===== src/rtl/serial_chunk_adder_pkg.sv =====
// Shared definitions for the multi-cycle arithmetic blocks.
// Latency: n/a (definitions only).
// Backpressure: n/a.
// Contents: 2-bit FSM state constants (IDLE/RUN/DONE) and an elaboration-time clog2.
package serial_chunk_adder_pkg;

   localparam logic [1:0] S_IDLE = 2'd0;
   localparam logic [1:0] S_RUN  = 2'd1;
   localparam logic [1:0] S_DONE = 2'd2;

   // Ceiling log2, usable in parameter/localparam expressions.
   function automatic int clog2(input int value);
      int r;
      r = 0;
      while ((1 << r) < value)
         r++;
      return r;
   endfunction

endpackage


===== src/rtl/serial_chunk_adder_chunk.sv =====
// Combinational CHUNK-bit ripple adder built from full-adder cells.
// Latency: purely combinational, no registers.
// Backpressure: none; always evaluates its inputs.
// Ports: a, b   - CHUNK-bit addends
//        ci     - carry into bit 0
//        s      - CHUNK-bit sum
//        co     - carry out of the top bit
//        c_msb  - carry into the top bit (for signed overflow detection)
module chunk_adder #(
   parameter int CHUNK = 4
) (
   input  logic [CHUNK-1:0] a,
   input  logic [CHUNK-1:0] b,
   input  logic             ci,
   output logic [CHUNK-1:0] s,
   output logic             co,
   output logic             c_msb
);

   logic [CHUNK:0] c;

   always_comb begin
      c    = '0;
      s    = '0;
      c[0] = ci;
      for (int i = 0; i < CHUNK; i++) begin
         s[i]   = a[i] ^ b[i] ^ c[i];
         c[i+1] = (a[i] & b[i]) | (c[i] & (a[i] ^ b[i]));
      end
   end

   assign co    = c[CHUNK];
   assign c_msb = c[CHUNK-1];

endmodule


===== src/rtl/serial_chunk_adder.sv =====
// Multi-cycle WIDTH-bit adder (a + b + cin), CHUNK bits per clock via a registered carry.
// Latency: accept edge, then WIDTH/CHUNK compute edges; out_valid in the cycle after the last.
// Backpressure: in_ready only in IDLE; result held in DONE until out_ready, no pop+accept overlap.
// Ports: clk, rst (sync, active high)
//        in_valid/in_ready, a, b, cin     - operand handshake
//        out_valid/out_ready, sum, cout   - result handshake; sum mod 2^WIDTH
//        ovf                              - signed overflow (carry into MSB xor cout)
module serial_chunk_adder
   import serial_chunk_adder_pkg::*;
#(
   parameter int WIDTH = 16,
   parameter int CHUNK = 4
) (
   input  logic             clk,
   input  logic             rst,
   input  logic             in_valid,
   output logic             in_ready,
   input  logic [WIDTH-1:0] a,
   input  logic [WIDTH-1:0] b,
   input  logic             cin,
   output logic             out_valid,
   input  logic             out_ready,
   output logic [WIDTH-1:0] sum,
   output logic             cout,
   output logic             ovf
);

   if (CHUNK < 1 || CHUNK > WIDTH || (WIDTH % CHUNK) != 0) begin : g_bad_params
      $error("serial_chunk_adder: WIDTH must be a non-zero multiple of CHUNK");
   end

   localparam int NCHUNK = WIDTH / CHUNK;
   localparam int CW     = clog2(NCHUNK) + 1;
   localparam logic [CW-1:0] LAST_IDX = CW'(NCHUNK - 1);

   logic [1:0]       state;
   logic [CW-1:0]    cnt;
   logic [WIDTH-1:0] a_q;
   logic [WIDTH-1:0] b_q;
   logic             carry_q;
   logic [WIDTH-1:0] sum_q;
   logic             cout_q;
   logic             ovf_q;

   logic [CHUNK-1:0] a_sl;
   logic [CHUNK-1:0] b_sl;
   logic [CHUNK-1:0] s_sl;
   logic             co;
   logic             c_msb;

   // The counter is kept in 0..NCHUNK-1 so these selects never go out of range,
   // even in IDLE/DONE where the adder output is simply ignored.
   assign a_sl = a_q[int'(cnt)*CHUNK +: CHUNK];
   assign b_sl = b_q[int'(cnt)*CHUNK +: CHUNK];

   chunk_adder #(.CHUNK(CHUNK)) u_chunk (
      .a     (a_sl),
      .b     (b_sl),
      .ci    (carry_q),
      .s     (s_sl),
      .co    (co),
      .c_msb (c_msb)
   );

   always_ff @(posedge clk) begin
      if (rst) begin
         state   <= S_IDLE;
         cnt     <= '0;
         carry_q <= 1'b0;
         a_q     <= '0;
         b_q     <= '0;
         sum_q   <= '0;
         cout_q  <= 1'b0;
         ovf_q   <= 1'b0;
      end else begin
         case (state)
            S_IDLE: begin
               if (in_valid) begin
                  a_q     <= a;
                  b_q     <= b;
                  carry_q <= cin;
                  cnt     <= '0;
                  state   <= S_RUN;
               end
            end
            S_RUN: begin
               sum_q[int'(cnt)*CHUNK +: CHUNK] <= s_sl;
               carry_q <= co;
               if (cnt == LAST_IDX) begin
                  // Last chunk holds the MSB: its carry-in/carry-out give ovf.
                  cout_q <= co;
                  ovf_q  <= c_msb ^ co;
                  cnt    <= '0;
                  state  <= S_DONE;
               end else begin
                  cnt <= cnt + CW'(1);
               end
            end
            S_DONE: begin
               if (out_ready)
                  state <= S_IDLE;
            end
            default: state <= S_IDLE;
         endcase
      end
   end

   assign in_ready  = (state == S_IDLE);
   assign out_valid = (state == S_DONE);
   assign sum       = sum_q;
   assign cout      = cout_q;
   assign ovf       = ovf_q;

endmodule


===== config.mk =====
export PLATFORM = sky130hd
export DESIGN_NAME = serial_chunk_adder
export DESIGN_NICKNAME = d
export VERILOG_FILES = /design/src/rtl/serial_chunk_adder_pkg.sv /design/src/rtl/serial_chunk_adder_chunk.sv /design/src/rtl/serial_chunk_adder.sv
export SDC_FILE = /design/constraint.sdc
export NUM_CORES = 1
export LEC_CHECK = 0
export BUFFER_PORTS_ARGS = -buffer_cell sky130_fd_sc_hd__buf_2
export CORE_MARGIN = 8
export CORE_UTILIZATION = 55
export DETAILED_ROUTE_END_ITERATION = 7
export GPL_ROUTABILITY_DRIVEN = 0
export GPL_TIMING_DRIVEN = 1
export PLACE_DENSITY = 0.79
export SLEW_MARGIN = 25
export SYNTH_ARGS = -nofsm -noshare
export SYNTH_HDL_FRONTEND = slang
export SYNTH_SLANG_ARGS = --single-unit

===== constraint.sdc =====
create_clock -name clk -period 6.3 [get_ports clk]
set_clock_uncertainty 0.1 [all_clocks]
set_input_delay 0.63 -clock clk [delete_from_list [all_inputs] [get_ports clk]]
set_output_delay 0.63 -clock clk [all_outputs]
set_load 0.005 [all_outputs]

==> results_dict.tcl, run 1 <==
set metrics [dict create \
    status "finished, final reports clean" \
    syn_to_final_growth_pct 14.46 \
    drive_gt1_frac 0.2500 \
    drv_cap 0 \
    die_h_um 83.79 \
    netlist_area_um2 2527 \
    rsz0062_at_grt "no" \
    setup_viol_count_final 0 \
    yosys_register_bits 56 \
    timing.rr.end "sum[11]$_SDFFE_PP0P_" \
    tightest_slew_ns 0.9860 \
    design.core.area_um2 4384 \
    routed_wl_um 5119 \
    place_ws_ns 2.822 \
    min_path_cells 2 \
    grt_usage 0.1426 \
    cp.required_ns 6.44 \
    cts.sinks 56 \
    drt-vias-per-instance 5.274 \
    multi_input_area_um2 1281 \
    fin_ws_ns 2.862 \
    r2r_start "cnt[0]$_SDFFE_PP0P_" \
    gr-total-overflow 0 \
    antenna_found_initial 0 \
    crit_path_end_kind "register" \
    cp_max_fo 14 \
    reg2reg_depth 9 \
    use_met3 0.05566 \
    port_buffers 56 \
    min_period_ns 3.438 \
    cts_root_buf "clkbuf_8" \
    final_core_util 0.6598 \
    fin_cells 372 \
    holdPathEnd "b_q[15]$_SDFFE_PP0P_" \
    cts.clk_slew.worst_paths_ns 0.09 \
    syn-num-nets 319 \
    grt_pass1_wl_um 8507 \
    cts_resized 0 \
    vias 1962 \
    whs_ns 0.3589 \
    hold_class "register to register" \
    grt_pass1_vias 1844 \
    antenna_cells 0 \
    p_per_area_nw_per_um2 238.3 \
    fin_nets 363 \
    ir_drop_v 0.0001892 \
    drt_first_pass_iters 4 \
    cts_buffers 5 \
    num_rows 24 \
    slew_headroom 0.3427 \
    top_usage_layer "met2" \
    met1_usage 0.1745 \
    hpwlAfterDp_um 3751 \
    avgSynthCellArea_um2 9.191 \
    hold_viol_final 0 \
    synthCells 275 \
    boundaryPins 57 \
    die_area_um2 7021 \
    hp-start "b_q[15]$_SDFFE_PP0P_" \
    finalCritPeriodShare 0.5458 \
    htreeDepth 2 \
    clock_latency_ns 0.31 \
    start_util 0.5765 \
    yosys_warnings 0 \
    die_w_um 83.79 \
    ys_seq_area_frac 0.4436 \
    path_class "register to register" \
    cts_tree "built" \
    wl_per_cell_um 13.76 \
    leakagePower_nw 1.220 \
    drc 0 \
    tns_ns 0 \
    ant_nets 0 \
    cts_setup_buffers 0 \
    grt.met2_usage 0.2302 \
    seq_area_um2 1121 \
    final_max_slew_viol_count 0 \
    netlist-cell-type-count 35 \
    dr.first_iter.drc_count 101 \
    critPathLaunchType "register" \
    r2r_slack_ns 2.86 \
    cp_data_arrival_time_ns 3.58 \
    grt_max_degree 61 \
    hold_buffers 0 \
    dp.cells 363 \
    max_freq_ghz 0.2908 \
    fill_cells 384 \
    clockBufferDepth 2 \
]
==> report_power, final <==
group	switching [mW]	total, mW	internal [mW]	leakage (nW)
combinational	0.0406	0.0793	0.0388	0.709
sequential	0.0125	0.381	0.369	0.457
clock	0.111	0.229	0.118	0.0541
total	0.164	0.689	0.525	1.22
==> worst max-delay path: stages, from the launching register on <==
cell     delay (ns)
dfxtp_1        0.77
mux4_2         0.57
and2_1         0.18
fa_1           0.38
inv_1          0.08
fa_1           0.18
fa_1           0.23
fa_1           0.42
or2_2          0.33
mux2i_1        0.13
==> synth_stat cells (all sizes together) <==
cell / number / area [µm²]
nand2: 71 / 266.5
dfxtp: 56 / 1121
a21oi: 35 / 175.2
nand2b: 19 / 126.4
mux2i: 17 / 170.2
buf: 10 / 71.32
clkbuf: 10 / 37.54
nor2: 9 / 33.78
mux4: 8 / 180.2
inv: 6 / 22.52
fa: 4 / 80.08
ha: 3 / 37.54
or2: 3 / 18.77
a211oi: 2 / 15.01
and2: 2 / 12.51
nand3: 2 / 10.01
nand3b: 2 / 15.01
nor2b: 2 / 12.51
nor3: 2 / 15.01
a221oi: 1 / 8.760
a311oi: 1 / 8.760
a32oi: 1 / 8.760
and4bb: 1 / 12.51
nor3b: 1 / 12.51
nor4b: 1 / 8.760
o21a: 1 / 7.510
o21bai: 1 / 7.510
or3: 1 / 6.260
or3b: 1 / 8.760
or4: 1 / 7.510
xnor2: 1 / 8.760
==> state kept, by name, indices dropped and copies added, names as in the netlist <==
register / count
cout: 1
state: 2
carry_q: 1
a_q: 16
b_q: 16
sum: 16
ovf: 1
cnt: 3
==> worst max-delay path by stage <==
stage / start / to / slack (ns) / cells after the start
6_report: cnt[0]$_SDFFE_PP0P_ / sum[11]$_SDFFE_PP0P_ / 2.86 / 9
5_1_grt: cnt[0]$_SDFFE_PP0P_ / sum[15]$_SDFFE_PP0P_ / 2.60 / 9
4_1_cts: cnt[0]$_SDFFE_PP0P_ / sum[11]$_SDFFE_PP0P_ / 2.81 / 9
3_5_place_dp: cnt[0]$_SDFFE_PP0P_ / sum[15]$_SDFFE_PP0P_ / 2.82 / 9
3_3_place_gp: cnt[0]$_SDFFE_PP0P_ / sum[15]$_SDFFE_PP0P_ / 2.91 / 9
2_1_floorplan: cnt[0]$_SDFFE_PP0P_ / sum[15]$_SDFFE_PP0P_ / 3.25 / 10
==> metrics by stage <==
stage / total power, mW / instance area [µm²]
3_3_place_gp: 0.4655 / 2770
3_5_place_dp: 0.4685 / 2770
6_report: 0.6893 / 2893
2_1_floorplan: 0.4451 / 2527
4_1_cts: 0.6941 / 2882
5_1_grt: 0.7251 / 2893
==> area by class of cell <==
type / instances / area share
Timing Repair Buffer: 57 / 0.1008
Sequential cell: 56 / 0.3875
Inverter: 6 / 0.007785
Clock buffer: 5 / 0.02379
Tap cell: 52 / 0.02249
Clock inverter: 3 / 0.01471
Multi-Input combinational cell: 193 / 0.4429
==> layout by cell type (no fill, tap or decap), drive strengths merged, types with 2 or more instances in the layout <==
| cell type | instances |
|---|---|
| nand2 | 71 |
| buf | 57 |
| dfxtp | 56 |
| a21oi | 35 |
| nand2b | 19 |
| mux2i | 17 |
| nor2 | 9 |
| mux4 | 8 |
| inv | 6 |
| clkbuf | 5 |
| fa | 4 |
| or2 | 3 |
| ha | 3 |
| and2 | 2 |
| nor2b | 2 |
| nand3b | 2 |
| a211oi | 2 |
| nand3 | 2 |
| nor3 | 2 |
==> kinds of logic (layout without fill, tap and decap cells) <==
family	after synthesis	after routing	share of synthesized area
adders and majority gates	7	7	0.04654
buffers and inverters	26	71	0.05198
xor gates and xnor gates	1	1	0.003466
DFF	56	56	0.4436
and+or+nand+nor	118	118	0.2243
AOI/OAI and AO/OA	42	42	0.09159
muxes	25	25	0.1386
==> layer usage <==
| metal | routed length (µm) | share of wire |
|---|---|---|
| met1 | 2342 | 0.46 |
| met2 | 2402 | 0.47 |
| met3 | 317 | 0.062 |
| met4 | 57 | 0.011 |
| met5 | 0 | 0 |
(Power assumes the default switching activity.)
==> run 2, diff against run 1 <==
Settings changed: ABC_AREA set to 1, CORE_UTILIZATION 55 to 49, PLACE_DENSITY 0.79 to 0.74.
Clock period 6.3 ns to 2.9 ns, I/O delays scaled along.
==> run 2 against run 1 <==
Compared with the run above:
- wire length increased by 27%
- maximum frequency increased by 19%
- non-clock buffer count increased by 20
- sequential cell count unchanged
- critical endpoint is now sum[3]$_SDFFE_PP0P_
- largest power group unchanged
==> results_dict.tcl, run 2 <==
set metrics [dict create \
    p_sw_uw 528.5 \
    status "finished, final reports clean" \
    port_buffers 56 \
    hold_buffers 0 \
    gr-total-overflow 0 \
    critPathLaunchType "register" \
    min_path_cells 3 \
    drv_cap 0 \
    drive_gt1_frac 0.2883 \
    die_h_um 89.65 \
    cts.sinks 56 \
    ant_nets 0 \
    p_per_area_nw_per_um2 516.4 \
    antenna_cells 0 \
    yosys_warnings 0 \
    cts_tree "built" \
    antenna_found_initial 0 \
    htreeDepth 2 \
    r2r_start "cnt[1]$_SDFFE_PP0P_" \
    postPlaceCellArea_um2 3024 \
    synth_commonest_cells "nor2_1 (122), dfxtp_1 (56), o21ai_0 (38)" \
    ys_seq_area_frac 0.4218 \
    leakagePower_nw 1.516 \
    boundaryPins 57 \
    met1_usage 0.1931 \
    syn_to_final_growth_pct 22.98 \
    layout_common_cells "nor2_1 (116), buf_2 (56), dfxtp_1 (54)" \
    synth-simple-area-share 0.3206 \
    start_util 0.4948 \
    cpMostUsedCell "fa_2" \
    top_usage_layer "met2" \
    max_freq_ghz 0.3449 \
    fin_nets 481 \
    clock_latency_ns 0.30 \
    rsz0062_at_grt "yes" \
    cts_buffers 5 \
    die_area_um2 8036 \
    worstSetupStartpoint "cnt[1]$_SDFFE_PP0P_" \
    wl_per_cell_um 12.80 \
    grt_usage 0.1746 \
    vias 2551 \
    drt_first_pass_iters 4 \
    fill_cells 494 \
    cts_root_buf "clkbuf_8" \
    cts.clk_slew.worst_paths_ns 0.10 \
    hpwlAfterDp_um 4876 \
    path_class "register to register" \
    synthArstFlopShare 0 \
    synth.most_common_cell "nor2_1" \
    p_int_mw 1.159 \
    grt.met2_usage 0.3055 \
    tightest_slew_ns 0.5368 \
    routed_wl_um 6516 \
    netlist_area_um2 2658 \
    ir_drop_v 0.0003056 \
    synth_top_area_share 0.4218 \
    final_max_slew_viol_count 0 \
    slew_headroom 0.6416 \
    netlist-cell-type-count 27 \
    synth_top_flop_cell "dfxtp_1" \
    avgSynthCellArea_um2 7.183 \
    finalCritPeriodShare 0.9998 \
    min_period_ns 2.900 \
    design.core.area_um2 5371 \
    hold_viol_final 0 \
    layout_commonest_cell "nor2_1" \
    reg2reg_depth 14 \
    die_w_um 89.65 \
    synth-compound-area-share 0.1370 \
    drc 0 \
    clockBufferDepth 2 \
    cp_data_arrival_time_ns 2.99 \
    synthCells 370 \
    crit_path_end_kind "register" \
    grt_pass1_vias 2480 \
    dr.first_iter.drc_count 163 \
    hp-start "a[6]" \
    syn-num-nets 414 \
    synth_xor_xnor_area_share 0.003296 \
    hold_class "input pin to register" \
    final_cell_area_um2 3268 \
    switching_share 0.3132 \
    yosys-top-cells-area "dfxtp_1 (42%), nor2_1 (17%), o21ai_0 (7.2%)" \
    synth_top_family_by_area "simple AND/OR/NAND/NOR gates" \
    yosys.area.top_type "dfxtp_1" \
    grt_pass1_wl_um 10890 \
    num_rows 27 \
    muxShareOfSynthArea 0 \
    synthAdderAreaFrac 0.04426 \
    power_frac_seq 0.504 \
    power_frac_comb 0.259 \
    synth-edff-count 0 \
    crit_chain "buf_6 -> buf_12 -> nor2_4 -> o21ai_0 -> o21ai_1 -> inv_1 -> fa_2 -> fa_2 -> fa_1 -> inv_2 -> nand2_2 -> nand3_1 -> nand2_1 -> nor2_1" \
    setup_viol_count_final 0 \
    use_met3 0.04641 \
    drt-vias-per-instance 5.012 \
    grt_max_degree 35 \
    yosys_register_bits 56 \
    clockPowerShare 0.236 \
    cpMaxStageDelayCell "fa_1" \
    tns_ns 0 \
    cp.required_ns 2.99 \
    slowest_delay_ns 0.53 \
    cp_max_fo 4 \
]
## run 2: worst paths after layout
path / to / slack [ns]
worst min register to register: sum[13]$_SDFFE_PP0P_ / 0.37
worst max-delay path: sum[3]$_SDFFE_PP0P_ / 0.0005
worst max register to register: sum[3]$_SDFFE_PP0P_ / 0.0005
worst min-delay path: a_q[6]$_SDFFE_PP0P_ / 0.11
## run 2: timing repair
action                                  in CTS  in global routing
cloned                                       0                  0
setup buffers                                6                  3
pin swaps                                   10                  8
gates resized for setup                     31                  4
endpoints found under the setup margin       5                  7
## run 2: power by group through the flow
stage          logic [mW]  clock network (mW)  registers, mW
2_1_floorplan       0.288                   0          0.857
3_3_place_gp        0.381                   0          0.866
3_5_place_dp        0.392                   0          0.866
4_1_cts             0.423               0.409          0.851
5_1_grt             0.494               0.439          0.856
6_report            0.438               0.398          0.851
## run 2: stage by stage
stage | util | worst slack, ns | hold WS, ns | power (mW) | cells
finish | 0.6084 | 0.0004983 | 0.1145 | 1.688 | 509
CTS | 0.6024 | -0.01671 | 0.1125 | 1.683 | 506
floorplan | - | 0.04812 | 0.3365 | 1.145 | 370
detailed placement | 0.5630 | -0.1108 | 0.3597 | 1.258 | 493
global route | 0.6084 | -0.1034 | 0.1212 | 1.789 | 509
global placement | 0.5630 | -0.001239 | 0.3476 | 1.247 | 493
## run 2: cell type report
cell class              instances  area, µm²  area share
flip-flops and latches         56       1126      0.3446
repair buffers                 77      461.7      0.1413
well taps                      72      90.09     0.02757
clock buffers                   6      72.57     0.02221
clock inverters                 1      5.005    0.001531
multi-input cells             271       1405      0.4299
inverters                      26      107.6     0.03292
## run 2: layer usage
| metal | wire, µm | up-vias |
|---|---|---|
| met5 | 0 | - |
| met4 | 159 | 0 |
| met3 | 338 | 13 |
| met2 | 3311 | 62 |
| met1 | 2707 | 1159 |
| li1 | - | 1317 |
## run 2: logic make-up after synthesis
logic type | after synthesis
xor+xnor | 1
buf+inv | 43
fa+ha+maj | 7
flops | 56
compound gates | 71
simple gates | 192
## run 2: worst max-delay path, delay by kind of cell, from the launching register on
kind | cells | cell delay (ns)
buffers and inverters | 4 | 0.40
DFF | 1 | 0.35
and+or+nand+nor | 5 | 0.42
adders and majority gates | 3 | 1.26
AOI/OAI and AO/OA | 2 | 0.28
